**config.mk**
```make
export PLATFORM = sky130hd
export DESIGN_NAME = pc_flow_unit
export DESIGN_NICKNAME = d
export VERILOG_FILES = /design/src/rtl/pc_flow_unit_pkg.sv /design/src/rtl/pc_flow_unit_branch_resolve.sv /design/src/rtl/pc_flow_unit.sv
export SDC_FILE = /design/constraint.sdc
export NUM_CORES = 1
export LEC_CHECK = 0
export CAP_MARGIN = 5
export CORE_UTILIZATION = 47
export CTS_BUF_LIST = sky130_fd_sc_hd__clkbuf_16
export DETAILED_ROUTE_END_ITERATION = 7
export GPL_TIMING_DRIVEN = 1
export MAX_ROUTING_LAYER = met4
export PLACE_DENSITY = 0.91
export SETUP_SLACK_MARGIN = 0.02
export SLEW_MARGIN = 25
export SYNTH_ARGS = -nofsm -noshare
export SYNTH_HDL_FRONTEND = slang
export SYNTH_SLANG_ARGS = --single-unit
```
**constraint.sdc**
```tcl
create_clock -name clk -period 5.7 [get_ports clk]
set_clock_uncertainty 0.15 [all_clocks]
set_input_delay 1.14 -clock clk [delete_from_list [all_inputs] [get_ports clk]]
set_output_delay 1.14 -clock clk [all_outputs]
set_load 0.03 [all_outputs]
```
**src/rtl/pc_flow_unit_pkg.sv**
```systemverilog
// Shared definitions for the program-counter / flow-control slice.
//   - FSM state encoding (BOOT / RUN / STALL)
//   - default program-counter width
//   - 5-bit opcode constants emitted by the control unit
//   - pc source select encoding used between branch_resolve and the top
//   - helper to count asserted branch decodes
package pc_flow_unit_pkg;

  localparam int PC_W_DEFAULT = 8;

  typedef enum logic [1:0] {
    ST_BOOT  = 2'd0,
    ST_RUN   = 2'd1,
    ST_STALL = 2'd2
  } state_e;

  // Opcode field of the instruction word, decoded by the control unit into
  // the is_* strobes this block consumes.
  localparam logic [4:0] OP_NOP = 5'h00;
  localparam logic [4:0] OP_LDI = 5'h01;
  localparam logic [4:0] OP_ADD = 5'h02;
  localparam logic [4:0] OP_SUB = 5'h03;
  localparam logic [4:0] OP_CMP = 5'h04;
  localparam logic [4:0] OP_JMP = 5'h08;
  localparam logic [4:0] OP_JZ  = 5'h09;
  localparam logic [4:0] OP_JNZ = 5'h0A;
  localparam logic [4:0] OP_JG  = 5'h0B;
  localparam logic [4:0] OP_JL  = 5'h0C;

  // Next-pc source select.
  localparam logic PC_SRC_INC    = 1'b0;
  localparam logic PC_SRC_TARGET = 1'b1;

  function automatic logic [2:0] count_hot(input logic [4:0] v);
    logic [2:0] n;
    n = 3'd0;
    for (int i = 0; i < 5; i++) begin
      n = n + 3'(v[i]);
    end
    return n;
  endfunction

endpackage

```
**src/rtl/pc_flow_unit_branch_resolve.sv**
```systemverilog
// branch_resolve: combinational branch decision.
// Inputs : zero_flag, neg_flag (registered flags), is_jump, is_jz, is_jnz,
//          is_jg, is_jl (branch decodes)
// Outputs: taken         - the winning decode's condition holds
//          target_select - PC_SRC_TARGET when pc must load the jump target
//          multi_hot     - more than one branch decode asserted
// Only the highest-priority decode is evaluated:
// jump > jz > jnz > jg > jl.
module branch_resolve
  import pc_flow_unit_pkg::*;
(
  input  logic zero_flag,
  input  logic neg_flag,
  input  logic is_jump,
  input  logic is_jz,
  input  logic is_jnz,
  input  logic is_jg,
  input  logic is_jl,
  output logic taken,
  output logic target_select,
  output logic multi_hot
);

  always_comb begin
    taken = 1'b0;
    if (is_jump) begin
      taken = 1'b1;
    end else if (is_jz) begin
      taken = zero_flag;
    end else if (is_jnz) begin
      taken = !zero_flag;
    end else if (is_jg) begin
      taken = !zero_flag && !neg_flag;
    end else if (is_jl) begin
      taken = neg_flag;
    end
    target_select = taken ? PC_SRC_TARGET : PC_SRC_INC;
    multi_hot     = count_hot({is_jump, is_jz, is_jnz, is_jg, is_jl}) > 3'd1;
  end

endmodule

```
**src/rtl/pc_flow_unit.sv**
```systemverilog
// pc_flow_unit: program counter, condition flags and fetch flow control.
// Ports:
//   clk, reset            - clock, synchronous active-high reset
//   is_jz/is_jnz/is_jg/is_jl/is_jump - branch decodes
//   flags_write, alu_zero, alu_neg   - flag update request and new values
//   jump_target           - absolute branch destination
//   imem_ready            - instruction word at pc is valid this cycle
//   pc                    - registered fetch address
//   instr_valid           - an instruction executes this cycle
//   zero_flag, neg_flag   - registered flags
//   branch_taken          - one-cycle pulse after a taken branch retires
//   ctrl_error            - one-cycle pulse after a multi-decode instruction
//   dbg_state             - current FSM state (state_e encoding)
//
// Fetch handshake: imem_ready acts as the valid of the instruction word at
// pc; this block is always ready, so an instruction executes (instr_valid)
// exactly in a RUN cycle where imem_ready=1 and reset=0. Control inputs are
// ignored in every other cycle.
module pc_flow_unit
  import pc_flow_unit_pkg::*;
#(
  parameter int PC_W = PC_W_DEFAULT
) (
  input  logic            clk,
  input  logic            reset,
  input  logic            is_jz,
  input  logic            is_jnz,
  input  logic            is_jg,
  input  logic            is_jl,
  input  logic            is_jump,
  input  logic            flags_write,
  input  logic            alu_zero,
  input  logic            alu_neg,
  input  logic [PC_W-1:0] jump_target,
  input  logic            imem_ready,
  output logic [PC_W-1:0] pc,
  output logic            instr_valid,
  output logic            zero_flag,
  output logic            neg_flag,
  output logic            branch_taken,
  output logic            ctrl_error,
  output logic [1:0]      dbg_state
);

  state_e          state_q;
  logic [PC_W-1:0] pc_q, pc_d;
  logic            zero_q, zero_d;
  logic            neg_q, neg_d;
  logic            taken_q;
  logic            err_q;

  logic taken;
  logic target_select;
  logic multi_hot;

  branch_resolve u_branch_resolve (
    .zero_flag     (zero_q),
    .neg_flag      (neg_q),
    .is_jump       (is_jump),
    .is_jz         (is_jz),
    .is_jnz        (is_jnz),
    .is_jg         (is_jg),
    .is_jl         (is_jl),
    .taken         (taken),
    .target_select (target_select),
    .multi_hot     (multi_hot)
  );

  // Values committed when the current cycle executes. Branches see the old
  // flags (zero_q/neg_q) even when flags_write updates them on this edge.
  always_comb begin
    pc_d   = (target_select == PC_SRC_TARGET) ? jump_target : pc_q + PC_W'(1);
    zero_d = flags_write ? alu_zero : zero_q;
    neg_d  = flags_write ? alu_neg  : neg_q;
  end

  always_ff @(posedge clk) begin
    if (reset) begin
      state_q <= ST_BOOT;
      pc_q    <= '0;
      zero_q  <= 1'b0;
      neg_q   <= 1'b0;
      taken_q <= 1'b0;
      err_q   <= 1'b0;
    end else begin
      // Pulses drop unless this cycle executes.
      taken_q <= 1'b0;
      err_q   <= 1'b0;
      case (state_q)
        ST_BOOT: begin
          state_q <= ST_RUN;
        end
        ST_RUN: begin
          if (imem_ready) begin
            pc_q    <= pc_d;
            zero_q  <= zero_d;
            neg_q   <= neg_d;
            taken_q <= taken;
            err_q   <= multi_hot;
          end else begin
            state_q <= ST_STALL;
          end
        end
        ST_STALL: begin
          if (imem_ready) begin
            state_q <= ST_RUN;
          end
        end
        default: begin
          state_q <= ST_BOOT;
        end
      endcase
    end
  end

  assign pc           = pc_q;
  assign zero_flag    = zero_q;
  assign neg_flag     = neg_q;
  assign branch_taken = taken_q;
  assign ctrl_error   = err_q;
  assign instr_valid  = !reset && (state_q == ST_RUN) && imem_ready;
  assign dbg_state    = state_q;

endmodule

```
==> metrics.md, run 1 <==
| Metric | Value |
|---|---|
| LEAKAGE | `about 0.48 nW` |
| Most common cell in the synthesized netlist | `dfxtp_1` |
| # rows | `15` |
| Crit-path cells | `clkdlybuf4s50_1 -> nor2_1 -> clkdlybuf4s50_1` |
| Initial Util | `between 50% and 60%` |
| Initial antenna violation count | `0` |
| First-pass GRT wire length | `approximately 3900 microns` |
| Yosys top cell by area | `dfxtp_1` |
| Critical Path Start Type | `primary input` |
| Buf/Inv on CP | `2` |
| Slowest stage delay, CP | `between 800 and 900 ps` |
| Power Dens Cells | `between 200 and 250 nW/um^2` |
| Hold Fails Final Rpt | `0` |
| Peak VDD IR | `~0.22 mV` |
| Fmax | `around 0.23 GHz` |
| Die area | `2160 sq um` |
| Total design power | `0.318 mW` |
| Final setup fails | `0` |
| Synth Register Bits | `14` |
| Crit path kind | `primary input to primary output` |
| Max-Slew Margin vs Limit | `45.9%` |
| Mapped cell area | `931 sq um` |
| Core ar. | `~1800 sq um` |
| CP Data Required Time | `about 4400 ps` |
| Dpl hpwl | `between 1500 and 2000 microns` |
| Cell variety after synth | `37` |
| CTS tree | `yes` |
| Die Ht | `roughly 47 microns` |
| Via count | `about 1,000` |
| Max H-tree Level | `1` |
| Latest clock arrival within the worst-skew pair | `~250 ps` |
| Critical path's top delay family | `buffers and inverters` |
| Drt drc | `0` |
| Final WL | `2480 microns` |
| Nets@finish | `between 150 and 200` |
| TNS Setup | `0 ps` |
| Detail Route Antenna Nets | `0` |
| Top FF cell, synth | `dfxtp_1` |
| Hold Path Class | `flop to flop` |
| Final Max Tran Viols | `0` |
| Post-synthesis cell count | `approximately 120` |
| Total CTS buffers | `3` |
| Vias per inst | `about 5.8` |
| Outcome | `completed` |
| Post-CTS setup buffers | `0` |
| Post-synth EDFFs | `0` |
| Syn. warnings | `0` |
| Mapped Avg Cell Area | `a little under 8 sq um` |
| Non-Filler Instances | `~170` |
| Unrepaired setup endpoints after global routing | `false` |
| Grt ovf | `0` |
| Actual slew at the worst max-slew pin | `slightly above 800 ps` |
| Register area share after synthesis | `30.1%` |
| GP Congestion | `0.782` |
| Placed Instances | `169` |
| Crit Path Max Fanout | `23` |
| Initial DRC count | `34` |
| Tmin final | `4400 ps` |
| Longest Clk Path Bufs | `2` |
| Worst path most repeated cell | `clkdlybuf4s50_1` |
| # IOs | `34` |
| Top-area cell type share of the netlist area | `about 30%` |
| Max-capacitance violation count | `0` |
| Area delta synth->final | `44.1%` |
| Post-synth top cells | `14 x dfxtp_1, 9 x nand2_1, 9 x nor2_1` |
| Post-Syn Nets | `140` |
| Pin count of the biggest net entering global routing | `24` |
| Top cells by area, synth | `dfxtp_1 30%, nor3b_1 4.8%, fa_1 4.3%` |
| # clock sinks | `14` |
| Layout cells sized above 1 | `5.41%` |
| Post-cts resize count | `0` |
| Vias in the first global route | `921` |
| Setup crit end kind | `primary output` |
| Fill count | `146` |
| N_diodes | `0` |
| TritonRoute pass-1 iters | `4` |
| Cts hold-fix bufs | `0` |
| Die Span X | `roughly 47 microns` |
| Input/output buffers | `33` |
| Root Buffer | `clkbuf_16` |
| Clock-pin slew on the worst setup and hold paths | `50 ps` |
| Fin crit share | `~77%` |
| Async set-reset flop share out of synthesis | `0%` |
| Util after Layout | `between 70% and 80%` |
| Post-DR wirelength/cell | `roughly 14 microns` |
| Total track usage | `a little over a quarter` |
| CP max-delay cell | `clkdlybuf4s50_1` |
| CP arrival | `slightly above 3000 ps` |
==> per-layer routing <==
metal | share of wire (%) | GRT usage, % | up-vias
li1 | - | - | 493
met1 | 41 | 30.3 | 464
met2 | 52 | 44.4 | 35
met3 | 5.0 | 6.27 | 7
met4 | 1.7 | 10.0 | 0
met5 | 0 | - | -
==> final cells by class <==
class                      count  area, sq um  share of cell area, %
tap                           25         31.3                   2.33
sequential                    14          280                   20.9
multi-input combinational     90          594                   44.3
timing repair buffer          33          330                   24.6
clock buffer                   3         75.1                   5.60
inverter                       7         26.3                   1.96
clock inverter                 1         3.75                  0.280
==> logic make-up after synthesis <==
family                   after synthesis  synth area share [%]
AO/OA/AOI/OAI                         26                  19.0
buffers and inverters                 13                  6.72
adder cells (fa/ha/maj)                5                  8.06
XOR/XNOR                               2                  1.88
AND/OR/NAND/NOR                       57                  34.3
flip-flops                            14                  30.1
==> per-stage QoR <==
step           instance area, sq um  worst slack [ps]  hold WS (ps)
6_report                       1340              1300           373
5_1_grt                        1340              1180           394
4_1_cts                        1340              1340           354
3_5_place_dp                   1260              1330           347
3_3_place_gp                   1260              1380           343
2_1_floorplan                   931              2550           456
==> registers in the layout, indices dropped and copies added, names as in the netlist <==
register / cells
ctrl_error: 1
dbg_state: 2
pc: 8
neg_flag: 1
branch_taken: 1
zero_flag: 1
==> where the power goes <==
group | internal, mW | switching (mW)
sequential | 0.104 | 0.00638
combinational | 0.0337 | 0.0398
clock | 0.0928 | 0.0415
==> final timing paths <==
| check | end | cells past startpoint | slack [ps] | start |
|---|---|---|---|---|
| max | instr_valid | 3 | 1300 | reset |
| min | neg_flag$_SDFFE_PP0P_ | 2 | 370 | neg_flag$_SDFFE_PP0P_ |
| max reg2reg | pc[0]$_SDFFE_PP0P_ | 3 | 3920 | dbg_state[1]$_SDFFE_PP0P_ |
| min reg2reg | neg_flag$_SDFFE_PP0P_ | 2 | 370 | neg_flag$_SDFFE_PP0P_ |
==> worst reg2reg max path, cell delays in order, from the launching register on <==
cell,delay (ps)
dfxtp_1,340
nand3b_2,450
or4_1,590
a31oi_1,160
==> placed cells by master (no fill, tap or decap), types with 2 or more instances in the layout <==
cell             Yosys  layout
clkdlybuf4s50_1      0      33
a21oi_1              2       2
inv_1                7       7
nor2_1               9       9
or4_1                2       2
a32oi_1              2       2
nand3_1              7       7
ha_1                 2       2
o21ai_0              7       7
nand4_1              6       6
nand2b_1             2       2
dfxtp_1             14      14
and2_1               2       2
o211ai_1             3       3
nand4b_1             2       2
fa_1                 2       2
a31oi_1              4       3
nor3_1               5       5
clkbuf_16            0       3
nor2b_1              4       4
nand2_1              9       9
nor3b_1              6       6
(Power assumes the default switching activity.)
==> run 2: changes to the inputs <==
- CORE_UTILIZATION: 47 -> 39
- PLACE_DENSITY: 0.91 -> 0.81
- clock period: 5.7 -> 3.84 ns (I/O delays scaled with it)
==> run 2 against run 1 <==
Against the previous run: first-iteration DRC count is 47% lower; non-clock buffer count grew 3; sequential power increased by 49%; sequential share of layout area decreased by 0.31 points; power grew 49%; critical endpoint unchanged; highest routed layer unchanged.
==> metrics.md, run 2 (synthesis results as in run 1) <==
| Metric | Value |
|---|---|
| Peak VDD IR | `0.303 mV (was 0.218 mV)` |
| Hold Fails Final Rpt | `0 (unchanged)` |
| Final Max Tran Viols | `0 (unchanged)` |
| Grt ovf | `0 (unchanged)` |
| Vias per inst | `5.63 (was 5.77)` |
| Vias in the first global route | `951 (was 921)` |
| Initial DRC count | `18 (was 34)` |
| WHS Endpoint | `zero_flag$_SDFFE_PP0P_ (was neg_flag$_SDFFE_PP0P_)` |
| TritonRoute pass-1 iters | `4 (unchanged)` |
| Actual slew at the worst max-slew pin | `394 ps (was 809 ps)` |
| Slowest stage delay, CP | `730 ps (was 830 ps)` |
| Max-Slew Margin vs Limit | `73.7% (was 45.9%)` |
| Worst Hold Depth | `2 (unchanged)` |
| Net Sw Frac | `27.6% (about the same)` |
| Reg2reg path depth | `4 (was 3)` |
| Layout cells sized above 1 | `6.62% (was 5.41%)` |
| CP max-delay cell | `clkdlybuf4s50_1 (unchanged)` |
| CTS tree | `yes (unchanged)` |
| Hold Crit Start | `zero_flag$_SDFFE_PP0P_ (was neg_flag$_SDFFE_PP0P_)` |
| Longest Clk Path Bufs | `2 (unchanged)` |
| Highest Signal Layer | `met4 (unchanged)` |
| Fill count | `189 (was 146)` |
| Initial antenna violation count | `0 (unchanged)` |
| Worst r2r src | `dbg_state[1]$_SDFFE_PP0P_ (unchanged)` |
| Crit path kind | `primary input to primary output (unchanged)` |
| Critical path's top delay family | `buffers and inverters (unchanged)` |
| Clock share of power | `42.3% (was 42.2%)` |
| Die Ht | `50.9 microns (was 46.5 microns)` |
| CP Data Required Time | `2920 ps (was 4410 ps)` |
| Unrepaired setup endpoints after global routing | `false (unchanged)` |
| Cell Int Power | `0.344 mW (was 0.230 mW)` |
| Pre-CTS setup slack | `556 ps (was 1330 ps)` |
| Commonest cells after routing, fill and taps aside | `33 x clkdlybuf4s50_1, 14 x dfxtp_1, 9 x nor2_1, 9 x nand2_1 (unchanged)` |
| Initial Util | `41.7% (was 52.2%)` |
| Fmax | `between 0.3 and 0.4 GHz` |
| # IOs | `34 (unchanged)` |
| Pin count of the biggest net entering global routing | `23 (was 24)` |
| Latest clock arrival within the worst-skew pair | `250 ps (about the same)` |
| Die area | `2590 sq um (was 2160 sq um)` |
| Worst path most repeated cell | `clkdlybuf4s50_1 (unchanged)` |
| Core ar. | `2230 sq um (was 1780 sq um)` |
| Outcome | `completed (unchanged)` |
| Final setup margin | `553 ps (was 1300 ps)` |
| Cts hold-fix bufs | `0 (unchanged)` |
| Via count | `1,008 (was 999)` |
| Reg power frac | `34.5% (was 34.7%)` |
| Power Dens Cells | `349 nW/um^2 (was 237 nW/um^2)` |
| Crit Path Max Fanout | `5 (was 23)` |
| Max H-tree Level | `1 (unchanged)` |
| Max-capacitance violation count | `0 (unchanged)` |
| Met1 wire length | `1050 microns (was 1030 microns)` |
| First-pass GRT wire length | `4060 microns (was 3890 microns)` |
| CP arrival | `2370 ps (was 3110 ps)` |
| Post-cts resize count | `0 (unchanged)` |
| Hold Path Class | `flop to flop (unchanged)` |
| Critical Path Start Type | `primary input (unchanged)` |
| Dpl hpwl | `1710 microns (was 1640 microns)` |
| Total track usage | `21.5% (was 26.6%)` |
| Max reg flops | `8 (unchanged)` |
| LEAKAGE | `0.492 nW (was 0.479 nW)` |
| GP Congestion | `0.778 (was 0.782)` |
| TNS Setup | `0 ps (unchanged)` |
| Leading cell type in the layout, fill and taps excluded | `clkdlybuf4s50_1 (unchanged)` |
| Post-DR wirelength/cell | `13.6 microns (was 14.3 microns)` |
| Final setup fails | `0 (unchanged)` |
| Buf/Inv on CP | `2 (unchanged)` |
| Met2 wire length | `1190 microns (was 1280 microns)` |
| Fin crit share | `a little under nine tenths` |
| # clock sinks | `14 (unchanged)` |
| Post-CTS setup buffers | `0 (unchanged)` |
| Switching power total | `0.131 mW (was 0.0877 mW)` |
| Sequential cell area | `280 sq um (unchanged)` |
| Area delta synth->final | `46.2% (was 44.1%)` |
| # rows | `17 (was 15)` |
| Setup crit end kind | `primary output (unchanged)` |
| Final WL | `2430 microns (was 2480 microns)` |
| Area of the multi-input gates | `588 sq um (was 594 sq um)` |
| Input/output buffers | `33 (unchanged)` |
| Clock-pin slew on the worst setup and hold paths | `50 ps (about the same)` |
| Routed wl met3 | `160 microns (was 123 microns)` |
| N_diodes | `0 (unchanged)` |
| Detail Route Antenna Nets | `0 (unchanged)` |
| RR Endpoint | `pc[0]$_SDFFE_PP0P_ (unchanged)` |
| Nets@finish | `175 (was 172)` |
| Comb power frac | `23.2% (was 23.1%)` |
| Non-Filler Instances | `179 (was 173)` |
| Crit-path cells | `clkdlybuf4s50_1 -> nand3b_2 -> nor2_1 -> clkdlybuf4s50_1 (was clkdlybuf4s50_1 -> nor2_1 -> clkdlybuf4s50_1)` |
| Tmin final | `~3300 ps` |
| Total CTS buffers | `3 (unchanged)` |
| Drt drc | `0 (unchanged)` |
| Die Span X | `50.9 microns (was 46.5 microns)` |
| Placed Instances | `175 (was 169)` |
| R2R setup slack | `2160 ps (was 3920 ps)` |
| Root Buffer | `clkbuf_16 (unchanged)` |
-- run 2: changes by cell type in the layout (fill, tap and decap cells not counted), sizes merged --
cell | before | now
buf | 0 | 3
-- run 2: worst register-to-register path: cells and delay by family (launching register included) --
family	cells	cell delay, ps
buffers and inverters	1	210
DFF	1	340
and+or+nand+nor	2	740
AOI/OAI and AO/OA	1	170
-- run 2: cell type report --
type | instances | share of cell area (%)
multi-input cells | 90 | 43.2
repair buffers | 36 | 25.9
flip-flops and latches | 14 | 20.6
clock buffers | 3 | 5.51
well taps | 28 | 2.57
inverters | 7 | 1.93
clock inverters | 1 | 0.276
-- run 2: layer usage --
metal / GRT usage (%) / vias up
met2: 35.8 / 43
met4: 8.80 / 0
met3: 4.46 / 6
met1: 25.3 / 461
li1: - / 498
met5: - / -
-- run 2: power groups by stage --
| stage | combinational [mW] | clock, mW | sequential (mW) |
|---|---|---|---|
| 2_1_floorplan | 0.0469 | 0 | 0.181 |
| 5_1_grt | 0.120 | 0.211 | 0.165 |
| 3_3_place_gp | 0.107 | 0 | 0.166 |
| 4_1_cts | 0.111 | 0.202 | 0.164 |
| 6_report | 0.110 | 0.201 | 0.164 |
| 3_5_place_dp | 0.109 | 0 | 0.166 |
-- run 2: per-stage QoR --
stage | utilization (%) | hold WS [ps] | power, mW | instance area (sq um)
after floorplan | - | 456 | 0.228 | 931
after global placement | 57.4 | 338 | 0.273 | 1280
after detailed placement | 57.4 | 352 | 0.276 | 1280
after CTS | 61.0 | 359 | 0.476 | 1360
after global routing | 61.0 | 395 | 0.497 | 1360
final | 61.0 | 360 | 0.475 | 1360
-- run 2: worst max-delay path by stage --
stage,startpoint,to,slack (ps),cells after the start
final,imem_ready,instr_valid,550,4
after global routing,imem_ready,instr_valid,460,4
after global placement,imem_ready,instr_valid,560,4
after floorplan,is_jg,ctrl_error$_SDFF_PP0_,1360,6
after CTS,imem_ready,instr_valid,560,4
after detailed placement,imem_ready,instr_valid,560,4
==> run 3: changes to the inputs <==
- SLEW_MARGIN: 25 -> not set
==> results of run 3 <==
Final layout, timing and power as in run 2 (identical DEF).
